$ cat src/rtl/baudot_ascii_bridge.sv
// baudot_ascii_bridge
//   Single-clock Baudot (ITA2 / US-TTY) serial receiver with LTRS/FIGS shift
//   decoding, an ASCII FIFO and an 8N1 ASCII serial transmitter. Both bit
//   rates are integer divisions of clk; the FIFO absorbs the rate mismatch.
//
//   Optional feature: define BAUDOT_USOS_EN to enable unshift-on-space
//   (code 0x04 emits 0x20 and then forces letters mode).
//
// Ports:
//   clk           system clock, rising edge
//   rst_n         asynchronous active-low reset
//   baudot_rx     Baudot serial line, idle high, asynchronous to clk
//   ascii_tx      ASCII 8N1 serial out, LSB first, idle high
//   baudot_valid  one-cycle pulse on a good Baudot frame
//   baudot_code   last good 5-bit code, held until the next good frame
//   figs_mode     shift state: 0 = letters, 1 = figures
//   frame_err     one-cycle pulse when the stop bit is sampled low
//   fifo_overflow sticky: a character was dropped because the FIFO was full
//   tx_busy       high while an ASCII frame is on ascii_tx
module baudot_ascii_bridge #(
  parameter int BAUDOT_DIV = 211,
  parameter int ASCII_DIV  = 1,
  parameter int FIFO_DEPTH = 4
) (
  input  logic       clk,
  input  logic       rst_n,
  input  logic       baudot_rx,
  output logic       ascii_tx,
  output logic       baudot_valid,
  output logic [4:0] baudot_code,
  output logic       figs_mode,
  output logic       frame_err,
  output logic       fifo_overflow,
  output logic       tx_busy
);

  localparam int BCW = $clog2(BAUDOT_DIV);
  localparam int ACW = (ASCII_DIV > 1) ? $clog2(ASCII_DIV) : 1;
  localparam int AW  = $clog2(FIFO_DEPTH);
  localparam logic [BCW-1:0] HALF_M1 = BCW'(BAUDOT_DIV / 2 - 1);
  localparam logic [BCW-1:0] BIT_M1  = BCW'(BAUDOT_DIV - 1);
  localparam logic [ACW-1:0] ABIT_M1 = ACW'(ASCII_DIV - 1);

  typedef enum logic [1:0] {RX_IDLE, RX_START, RX_DATA, RX_STOP} rx_state_t;
  typedef enum logic {TX_IDLE, TX_SEND} tx_state_t;

  // ---------------- synchroniser + receiver ----------------
  logic [1:0]     rx_sync;
  logic           rx_s, rx_prev;
  rx_state_t      rx_state;
  logic [BCW-1:0] rx_cnt;
  logic [2:0]     rx_bit;
  logic [4:0]     rx_shift;

  assign rx_s = rx_sync[1];

  always_ff @(posedge clk or negedge rst_n) begin
    if (!rst_n) rx_sync <= '1;
    else        rx_sync <= {rx_sync[0], baudot_rx};
  end

  // rx_prev tracks the line in every state, so after a framing error (line
  // still low) no falling edge is seen until the line has been high again.
  always_ff @(posedge clk or negedge rst_n) begin
    if (!rst_n) begin
      rx_state     <= RX_IDLE;
      rx_prev      <= 1'b1;
      rx_cnt       <= '0;
      rx_bit       <= '0;
      rx_shift     <= '0;
      baudot_code  <= '0;
      baudot_valid <= 1'b0;
      frame_err    <= 1'b0;
    end else begin
      rx_prev      <= rx_s;
      baudot_valid <= 1'b0;
      frame_err    <= 1'b0;
      case (rx_state)
        RX_IDLE: begin
          if (rx_prev && !rx_s) begin
            rx_state <= RX_START;
            rx_cnt   <= '0;
          end
        end
        RX_START: begin
          if (rx_cnt == HALF_M1) begin
            rx_cnt   <= '0;
            rx_bit   <= '0;
            rx_state <= rx_s ? RX_IDLE : RX_DATA;
          end else begin
            rx_cnt <= rx_cnt + BCW'(1);
          end
        end
        RX_DATA: begin
          if (rx_cnt == BIT_M1) begin
            rx_cnt   <= '0;
            rx_shift <= {rx_s, rx_shift[4:1]};
            if (rx_bit == 3'd4) rx_state <= RX_STOP;
            else                rx_bit   <= rx_bit + 3'd1;
          end else begin
            rx_cnt <= rx_cnt + BCW'(1);
          end
        end
        RX_STOP: begin
          if (rx_cnt == BIT_M1) begin
            rx_cnt   <= '0;
            rx_state <= RX_IDLE;
            if (rx_s) begin
              baudot_code  <= rx_shift;
              baudot_valid <= 1'b1;
            end else begin
              frame_err <= 1'b1;
            end
          end else begin
            rx_cnt <= rx_cnt + BCW'(1);
          end
        end
        default: rx_state <= RX_IDLE;
      endcase
    end
  end

  // ---------------- shift decode / translate ----------------
  function automatic logic [6:0] xlate(input logic [4:0] c, input logic f);
    logic [6:0] l, g;
    l = 7'h00;
    g = 7'h00;
    case (c)
      5'h01: begin l = 7'h45; g = 7'h33; end
      5'h02: begin l = 7'h0A; g = 7'h0A; end
      5'h03: begin l = 7'h41; g = 7'h2D; end
      5'h04: begin l = 7'h20; g = 7'h20; end
      5'h05: begin l = 7'h53; g = 7'h07; end
      5'h06: begin l = 7'h49; g = 7'h38; end
      5'h07: begin l = 7'h55; g = 7'h37; end
      5'h08: begin l = 7'h0D; g = 7'h0D; end
      5'h09: begin l = 7'h44; g = 7'h24; end
      5'h0A: begin l = 7'h52; g = 7'h34; end
      5'h0B: begin l = 7'h4A; g = 7'h27; end
      5'h0C: begin l = 7'h4E; g = 7'h2C; end
      5'h0D: begin l = 7'h46; g = 7'h21; end
      5'h0E: begin l = 7'h43; g = 7'h3A; end
      5'h0F: begin l = 7'h4B; g = 7'h28; end
      5'h10: begin l = 7'h54; g = 7'h35; end
      5'h11: begin l = 7'h5A; g = 7'h22; end
      5'h12: begin l = 7'h4C; g = 7'h29; end
      5'h13: begin l = 7'h57; g = 7'h32; end
      5'h14: begin l = 7'h48; g = 7'h23; end
      5'h15: begin l = 7'h59; g = 7'h36; end
      5'h16: begin l = 7'h50; g = 7'h30; end
      5'h17: begin l = 7'h51; g = 7'h31; end
      5'h18: begin l = 7'h4F; g = 7'h39; end
      5'h19: begin l = 7'h42; g = 7'h3F; end
      5'h1A: begin l = 7'h47; g = 7'h26; end
      5'h1C: begin l = 7'h4D; g = 7'h2E; end
      5'h1D: begin l = 7'h58; g = 7'h2F; end
      5'h1E: begin l = 7'h56; g = 7'h3B; end
      default: begin l = 7'h00; g = 7'h00; end
    endcase
    return f ? g : l;
  endfunction

  logic       tr_valid;
  logic [7:0] tr_data;

  always_ff @(posedge clk or negedge rst_n) begin
    if (!rst_n) begin
      figs_mode <= 1'b0;
      tr_valid  <= 1'b0;
      tr_data   <= '0;
    end else begin
      tr_valid <= 1'b0;
      if (baudot_valid) begin
        case (baudot_code)
          5'h1F: figs_mode <= 1'b0;
          5'h1B: figs_mode <= 1'b1;
          5'h00: ;
          default: begin
            tr_valid <= 1'b1;
            tr_data  <= {1'b0, xlate(baudot_code, figs_mode)};
`ifdef BAUDOT_USOS_EN
            if (baudot_code == 5'h04) figs_mode <= 1'b0;
`endif
          end
        endcase
      end
    end
  end

  // ---------------- ASCII FIFO ----------------
  logic [7:0]  mem [FIFO_DEPTH];
  logic [AW-1:0] wr_ptr, rd_ptr;
  logic [AW:0]   count;
  logic          full, empty, pop, wr_en;

  assign full  = (count == (AW+1)'(FIFO_DEPTH));
  assign empty = (count == '0);
  // When full, a push is still accepted if the transmitter pops in the same cycle.
  assign wr_en = tr_valid && (!full || pop);

  always_ff @(posedge clk) begin
    if (wr_en) mem[wr_ptr] <= tr_data;
  end

  always_ff @(posedge clk or negedge rst_n) begin
    if (!rst_n) begin
      wr_ptr        <= '0;
      rd_ptr        <= '0;
      count         <= '0;
      fifo_overflow <= 1'b0;
    end else begin
      if (wr_en) wr_ptr <= wr_ptr + AW'(1);
      if (pop)   rd_ptr <= rd_ptr + AW'(1);
      case ({wr_en, pop})
        2'b10:   count <= count + (AW+1)'(1);
        2'b01:   count <= count - (AW+1)'(1);
        default: ;
      endcase
      if (tr_valid && !wr_en) fifo_overflow <= 1'b1;
    end
  end

  // ---------------- ASCII transmitter ----------------
  tx_state_t      tx_state;
  logic [ACW-1:0] tx_cnt;
  logic [3:0]     tx_bit;
  logic [8:0]     tx_shift;
  logic           frame_end;

  // Popping on the last cycle of the stop bit lets the next start bit follow
  // with no idle gap.
  always_comb begin
    frame_end = (tx_state == TX_SEND) && (tx_cnt == ABIT_M1) && (tx_bit == 4'd9);
    pop       = !empty && ((tx_state == TX_IDLE) || frame_end);
  end

  always_ff @(posedge clk or negedge rst_n) begin
    if (!rst_n) begin
      tx_state <= TX_IDLE;
      ascii_tx <= 1'b1;
      tx_busy  <= 1'b0;
      tx_cnt   <= '0;
      tx_bit   <= '0;
      tx_shift <= '0;
    end else if (pop) begin
      tx_state <= TX_SEND;
      ascii_tx <= 1'b0;
      tx_busy  <= 1'b1;
      tx_shift <= {1'b1, mem[rd_ptr]};
      tx_cnt   <= '0;
      tx_bit   <= '0;
    end else if (tx_state == TX_SEND) begin
      if (tx_cnt == ABIT_M1) begin
        tx_cnt <= '0;
        if (tx_bit == 4'd9) begin
          tx_state <= TX_IDLE;
          tx_busy  <= 1'b0;
        end else begin
          ascii_tx <= tx_shift[0];
          tx_shift <= {1'b0, tx_shift[8:1]};
          tx_bit   <= tx_bit + 4'd1;
        end
      end else begin
        tx_cnt <= tx_cnt + ACW'(1);
      end
    end
  end

endmodule

$ cat config.mk
export PLATFORM = sky130hd
export DESIGN_NAME = baudot_ascii_bridge
export DESIGN_NICKNAME = d
export VERILOG_FILES = /design/src/rtl/baudot_ascii_bridge.sv
export SDC_FILE = /design/constraint.sdc
export NUM_CORES = 1
export LEC_CHECK = 0
export CELL_PAD_IN_SITES_DETAIL_PLACEMENT = 1
export CELL_PAD_IN_SITES_GLOBAL_PLACEMENT = 2
export CORE_MARGIN = 1
export CORE_UTILIZATION = 41
export DETAILED_ROUTE_END_ITERATION = 16
export PLACE_DENSITY = 0.77
export SYNTH_ARGS = -nofsm -noshare
export SYNTH_HDL_FRONTEND = slang
export SYNTH_SLANG_ARGS = --single-unit
$ cat constraint.sdc
create_clock -name clk -period 3.6 [get_ports clk]
set_clock_uncertainty 0.15 [all_clocks]
set_input_delay 0.72 -clock clk [delete_from_list [all_inputs] [get_ports clk]]
set_output_delay 0.72 -clock clk [all_outputs]
set_load 0.02 [all_outputs]
==> results.yml <==
detailed_routing:
  dr.pass1.iters: 4
  drcViolationCount: 0
  avgRoutedWirePerCell_um: 17.2
  totalWireLength_um: 9710
  ant_nets: 0
  routed_via_density: 5.54
  drt_iter0_drc: 92
  num_vias: 3135
synth:
  synthArstFlopShare_pct: 68.5
  synth_top_family_by_area: "compound AO/OA/AOI/OAI gates"
  syn_area_per_cell_um2: 10.9
  yosys.area.top_type: "dfrtp_1"
  synthTopCellsByArea: "dfrtp_1, edfxtp_1, ha_1"
  synth_simple_gate_area_share_pct: 14.2
  synth_cell_types: 62
  synth-xor-area-share_pct: 1.55
  syn_area_um2: 4520
  synth-seq-cells: 89
  yosys_warnings: 0
  synthCells: 415
  synth_fa_ha_area_share_pct: 5.70
  yosysSeqAreaShare_pct: 52.4
  synth_compound_area_share_pct: 14.4
  synthFlopType: "dfrtp_1"
  synth_top_cell_area_share_pct: 31.5
  synth_edf_count: 28
  muxShareOfSynthArea_pct: 7.83
  syn-num-nets: 438
floorplan:
  die_area_um2: 11500
  fp-row-count: 37
  die_y_um: 107
  initial_core_util_pct: 43.1
  io_pins: 14
  coreArea_um2: 10500
  die_width_um: 107
layout:
  most-common-layout-cells: "dfrtp_1, nand2_1, nor2_1, edfxtp_1, o21ai_0"
  syn_to_final_growth_pct: 9.76
  final_nets: 448
  drive_gt1_share_pct: 11.2
  num_antenna_cells: 0
  fillers: 1133
  layout_commonest_cell: "dfrtp_1"
setup_path:
  crit_fanout: 16
  cp-start-kind: "flip-flop"
  path_depth: 2
  slowest_stage: "clkdlybuf4s50_1"
  setup.worst_path.class: "flip-flop to output pin"
  critical_path.max_stage_delay_ps: 630
  reg2regPathDepth: 7
  crit_family: "buffers and inverters"
  cp_cell_sequence: "buf_4 -> clkdlybuf4s50_1"
  cp_num_buf_inv: 2
  required_ps: 2730
  worstPathArrival_ps: 1910
  end_kind: "output pin"
timing:
  setup_viol_count_final: 0
  whs_ps: 170
  tns_ps: 0
  finalCritPeriodShare_pct: 77.3
  worst-slew-pin-transition_ps: 785
  fmax_mhz: 360
  hold_viol: 0
  maxSlewHeadroom_pct: 47.6
  rsz0062_at_grt: "false"
  period_needed_ps: 2780
  drv_slew: 0
global_route:
  use_met1_pct: 25.8
  use_met2_pct: 30.1
  use_met3_pct: 3.65
  grt_antenna_before_repair: 0
  grt_pass1_wl_um: 16800
  gr-total-overflow: 0
  grt_pass1_vias: 3306
  grt.total_usage_pct: 18.8
  grt_max_degree: 27
  top_usage_layer: "met2"
place:
  place_congestion: 0.794
  io_buffer_count: 13
  hpwlAfterDp_um: 6830
power:
  ir_drop_mv: 0.204
  power_density_nw_per_um2: 404
  leakage_nw: 2.04
clock_tree:
  cts_tree: "yes"
  cts_resized: 0
  htreeDepth: 3
  cts.sinks: 89
  clk_path_buf_depth: 2
  cts_buffers: 9
  postCtsSetupBuffers: 0
  root_buffer: "clkbuf_8"
  clock_latency_ps: 360
  cts_hold_buf: 0
  clkTransAtPathRegs_ps: 90
hold_path:
  hold_path.class: "primary input to async pin"
outcome:
  status: "finished, final reports clean"
run:
  cap_violations: 0
## cell usage after synthesis (all sizes together), types with 2 or more instances
cell and n:
dfrtp 57, nand2 50, nor2 34, edfxtp 28, o21ai 25, a21oi 22, inv 20, ha 19
clkbuf 15, a31oi 14, nand3 14, mux4 10, mux2 8, buf 7, and2 6, nand2b 6
o211ai 5, a211oi 4, dfstp 4, nor2b 4, nor3 4, or3 4, xnor2 4, xor2 4
a2111oi 3, a21o 3, and3 3, o21a 3, a221oi 2, a22o 2, mux2i 2, nand3b 2
nand4 2, o22ai 2, o31ai 2
## layer usage
metal / wire length, um / vias up
li1: - / 1513
met1: 4680 / 1577
met2: 4660 / 37
met3: 265 / 8
met4: 114 / 0
met5: 0 / -
## sequential cells by signal, summed over array words and instances, names as in the netlist, 2 cells and up, named ones only
register	cells
baudot_code	5
count	3
mem	28
rd_ptr	2
rx_bit	3
rx_cnt	8
rx_shift	5
rx_sync	2
tr_data	7
tx_bit	4
tx_shift	9
wr_ptr	2
## where the power goes
group	total (mW)	internal [mW]	switching, mW	leakage (nW)
Sequential	1.16	1.09	0.0724	1.04
Clock	0.677	0.335	0.341	0.0954
Combinational	0.168	0.0836	0.0848	0.903
Total	2.00	1.51	0.499	2.04
## worst paths after layout
kind                                     start             end  slack (ps)
worst min-delay path                     rst_n     tx_shift[3]         170
min in group clk                    rx_sync[0]      rx_sync[1]         210
worst min register to register      rx_sync[0]      rx_sync[1]         210
max in group asynchronous                rst_n      rx_sync[1]        2400
worst max-delay path            baudot_code[2]  baudot_code[2]         820
worst max register to register  baudot_code[0]      tr_data[3]         850
## cell type report
| cell class | count | area (um^2) | share of cell area, % |
|---|---|---|---|
| inverter | 20 | 75.1 | 1.51 |
| timing repair buffer | 21 | 185 | 3.73 |
| tap | 136 | 170 | 3.43 |
| clock inverter | 4 | 42.5 | 0.857 |
| clock buffer | 12 | 145 | 2.92 |
| multi-input combinational | 284 | 1980 | 39.8 |
| sequential | 89 | 2370 | 47.8 |
## metrics by stage
| stage | cells | total power, mW | instance area, um^2 | setup slack (ps) | utilization, % |
|---|---|---|---|---|---|
| CTS | 566 | 2.03 | 4970 | 811 | 47.3 |
| global placement | 550 | 1.34 | 4780 | 969 | 45.5 |
| detailed placement | 550 | 1.35 | 4780 | 870 | 45.5 |
| global route | 566 | 2.11 | 4970 | 606 | 47.3 |
| floorplan | 415 | 1.29 | 4520 | 1050 | - |
| finish | 566 | 2.00 | 4970 | 819 | 47.3 |
## cells by family after synthesis
logic type	count (synthesis)
flops	89
fa+ha+maj	20
xor+xnor	8
buf+inv	42
compound gates	100
simple gates	136
mux	20
Power figures use the tool's default switching activity.
==> RTL edit: new RTL, config.mk and constraints unchanged <==
Build with the macro `BAUDOT_USOS_EN` defined.
--- a/src/rtl/baudot_ascii_bridge.sv
+++ b/src/rtl/baudot_ascii_bridge.sv
@@ -17,6 +17,8 @@
 //   frame_err     one-cycle pulse when the stop bit is sampled low
 //   fifo_overflow sticky: a character was dropped because the FIFO was full
 //   tx_busy       high while an ASCII frame is on ascii_tx
+`define BAUDOT_USOS_EN
+
 module baudot_ascii_bridge #(
   parameter int BAUDOT_DIV = 211,
   parameter int ASCII_DIV  = 1,
Check against the original RTL: no difference found for any inputs over 10 cycles, from zero or initial values and one cycle with rst_n low; that may be too few to reach the edited logic, so the function may still have changed.
==> RTL edit against the unedited design <==
Worst setup slack improved by 0.082 ns; highest routed layer unchanged; final area rose by 1.4%; total power is 7.4% higher; sequential cell count stayed put; critical path type unchanged; synthesized area is 0.50% higher; wire length increased by 5.9%; non-clock buffer count is the same; die area is 0.50% higher.
==> RTL edit: results (changes against the unedited design) <==
- Result of the run: finished clean (unchanged).
- The global-route total usage across every layer is 19.3% (was 18.8%).
- The fraction of met1 tracks used by global routing is 26.5% (was 25.8%).
- Commonest cells post-synth: dfrtp_1 (57), nand2_1 (49), o21ai_0 (34) (was dfrtp_1 (57), nand2_1 (50), nor2_1 (33)).
- The maximum fanout encountered on the critical timing path is 17 (was 16).
- The average wire length per cell after detail routing came to 17.7 um (was 17.2 um).
- The number of nets in the layout is 458 (was 448).
- The part of the power in registers came to 53.6% (was 57.8%).
- The placed instance count is 564 (was 550).
- The final setup slack of the worst path came to 0.901 ns (was 0.819 ns).
- The fill cell instance count of the final layout came to 1,211 (was 1,133).
- The met3 routing resource usage after global routing is 3.81% (was 3.65%).
- The routed metal-1 wirelength is 4990 um (was 4680 um).
- The static leakage is 1.99 nW (was 2.04 nW).
- The slew at the pin closest to its max-slew limit is 0.848 ns (was 0.785 ns).
- The iteration-0 DRC count of the detailed router is 134 (was 92).
- The met2 capacity usage during global routing is 30.7% (was 30.1%).
- The final weighted congestion in routability-driven placement is 0.883 (was 0.794).
- Biggest area contributors in the synthesized netlist: dfrtp_1 (31%), edfxtp_1 (18%), ha_1 (5.2%) (was dfrtp_1 (32%), edfxtp_1 (19%), ha_1 (5.3%)).
- The number of standard cells in the layout, taps in and fillers out is 580 (was 566).
- The power in the clock group came to 0.777 mW (was 0.677 mW).
- The wire length of the first global-routing pass is 17,100 um (was 16,800 um).
- The highest cell delay on the worst timing path is 0.73 ns (was 0.63 ns).
- The total nets after synthesis was 447 (was 438).
- The peak ir drop on the vdd network is 0.198 mV (was 0.204 mV).
- The cell count after synthesis is 424 (was 415).
==> RTL edit: cell types whose count changed in the layout (fill, tap and decap cells not counted), sizes merged, moves of 3 or more <==
| cell | change |
|---|---|
| mux4 | -3 |
| inv | +3 |
| a31oi | -9 |
| o31ai | +4 |
| o21ai | +9 |
| clkbuf | -3 |
| nor2 | -7 |
| nand3 | +6 |
| mux2i | +5 |
==> RTL edit: logic make-up after synthesis <==
logic type | share of synthesized area, %
AO/OA/AOI/OAI | 15.9
flip-flops | 52.2
multiplexers | 6.49
buffers and inverters | 3.96
adder cells (fa/ha/maj) | 5.67
AND/OR/NAND/NOR | 14.7
XOR/XNOR | 1.16
==> RTL edit: layout make-up <==
class / instances / area share (%)
clock buffers: 9 / 2.46
clock inverters: 7 / 2.01
inverters: 22 / 1.64
multi-input cells: 292 / 39.6
flip-flops and latches: 89 / 47.1
well taps: 140 / 3.48
repair buffers: 21 / 3.68
==> RTL edit: final timing paths <==
path                                           end  slack, ns                  start  cells past startpoint
min reg2reg                   rx_sync[1]$_DFF_PN1_       0.21   rx_sync[0]$_DFF_PN1_                      0
max                                      figs_mode       0.90  figs_mode$_DFFE_PN0P_                      1
min in group asynchronous  tx_shift[1]$_DFFE_PN0P_       0.24                  rst_n                      1
min                           rx_sync[1]$_DFF_PN1_       0.21   rx_sync[0]$_DFF_PN1_                      0
max in group asynchronous        rx_prev$_DFF_PN1_       2.25                  rst_n                      2
max reg2reg                   count[2]$_DFFE_PN0P_       1.03  tx_bit[1]$_DFFE_PN0P_                     11
==> RTL edit: metrics by stage <==
step                      hold WS (ns)  instance area (um^2)
after floorplan                  0.195                  4550
final                            0.210                  5030
after CTS                        0.213                  5030
after detailed placement         0.200                  4810
after global placement           0.198                  4810
after global routing             0.215                  5030
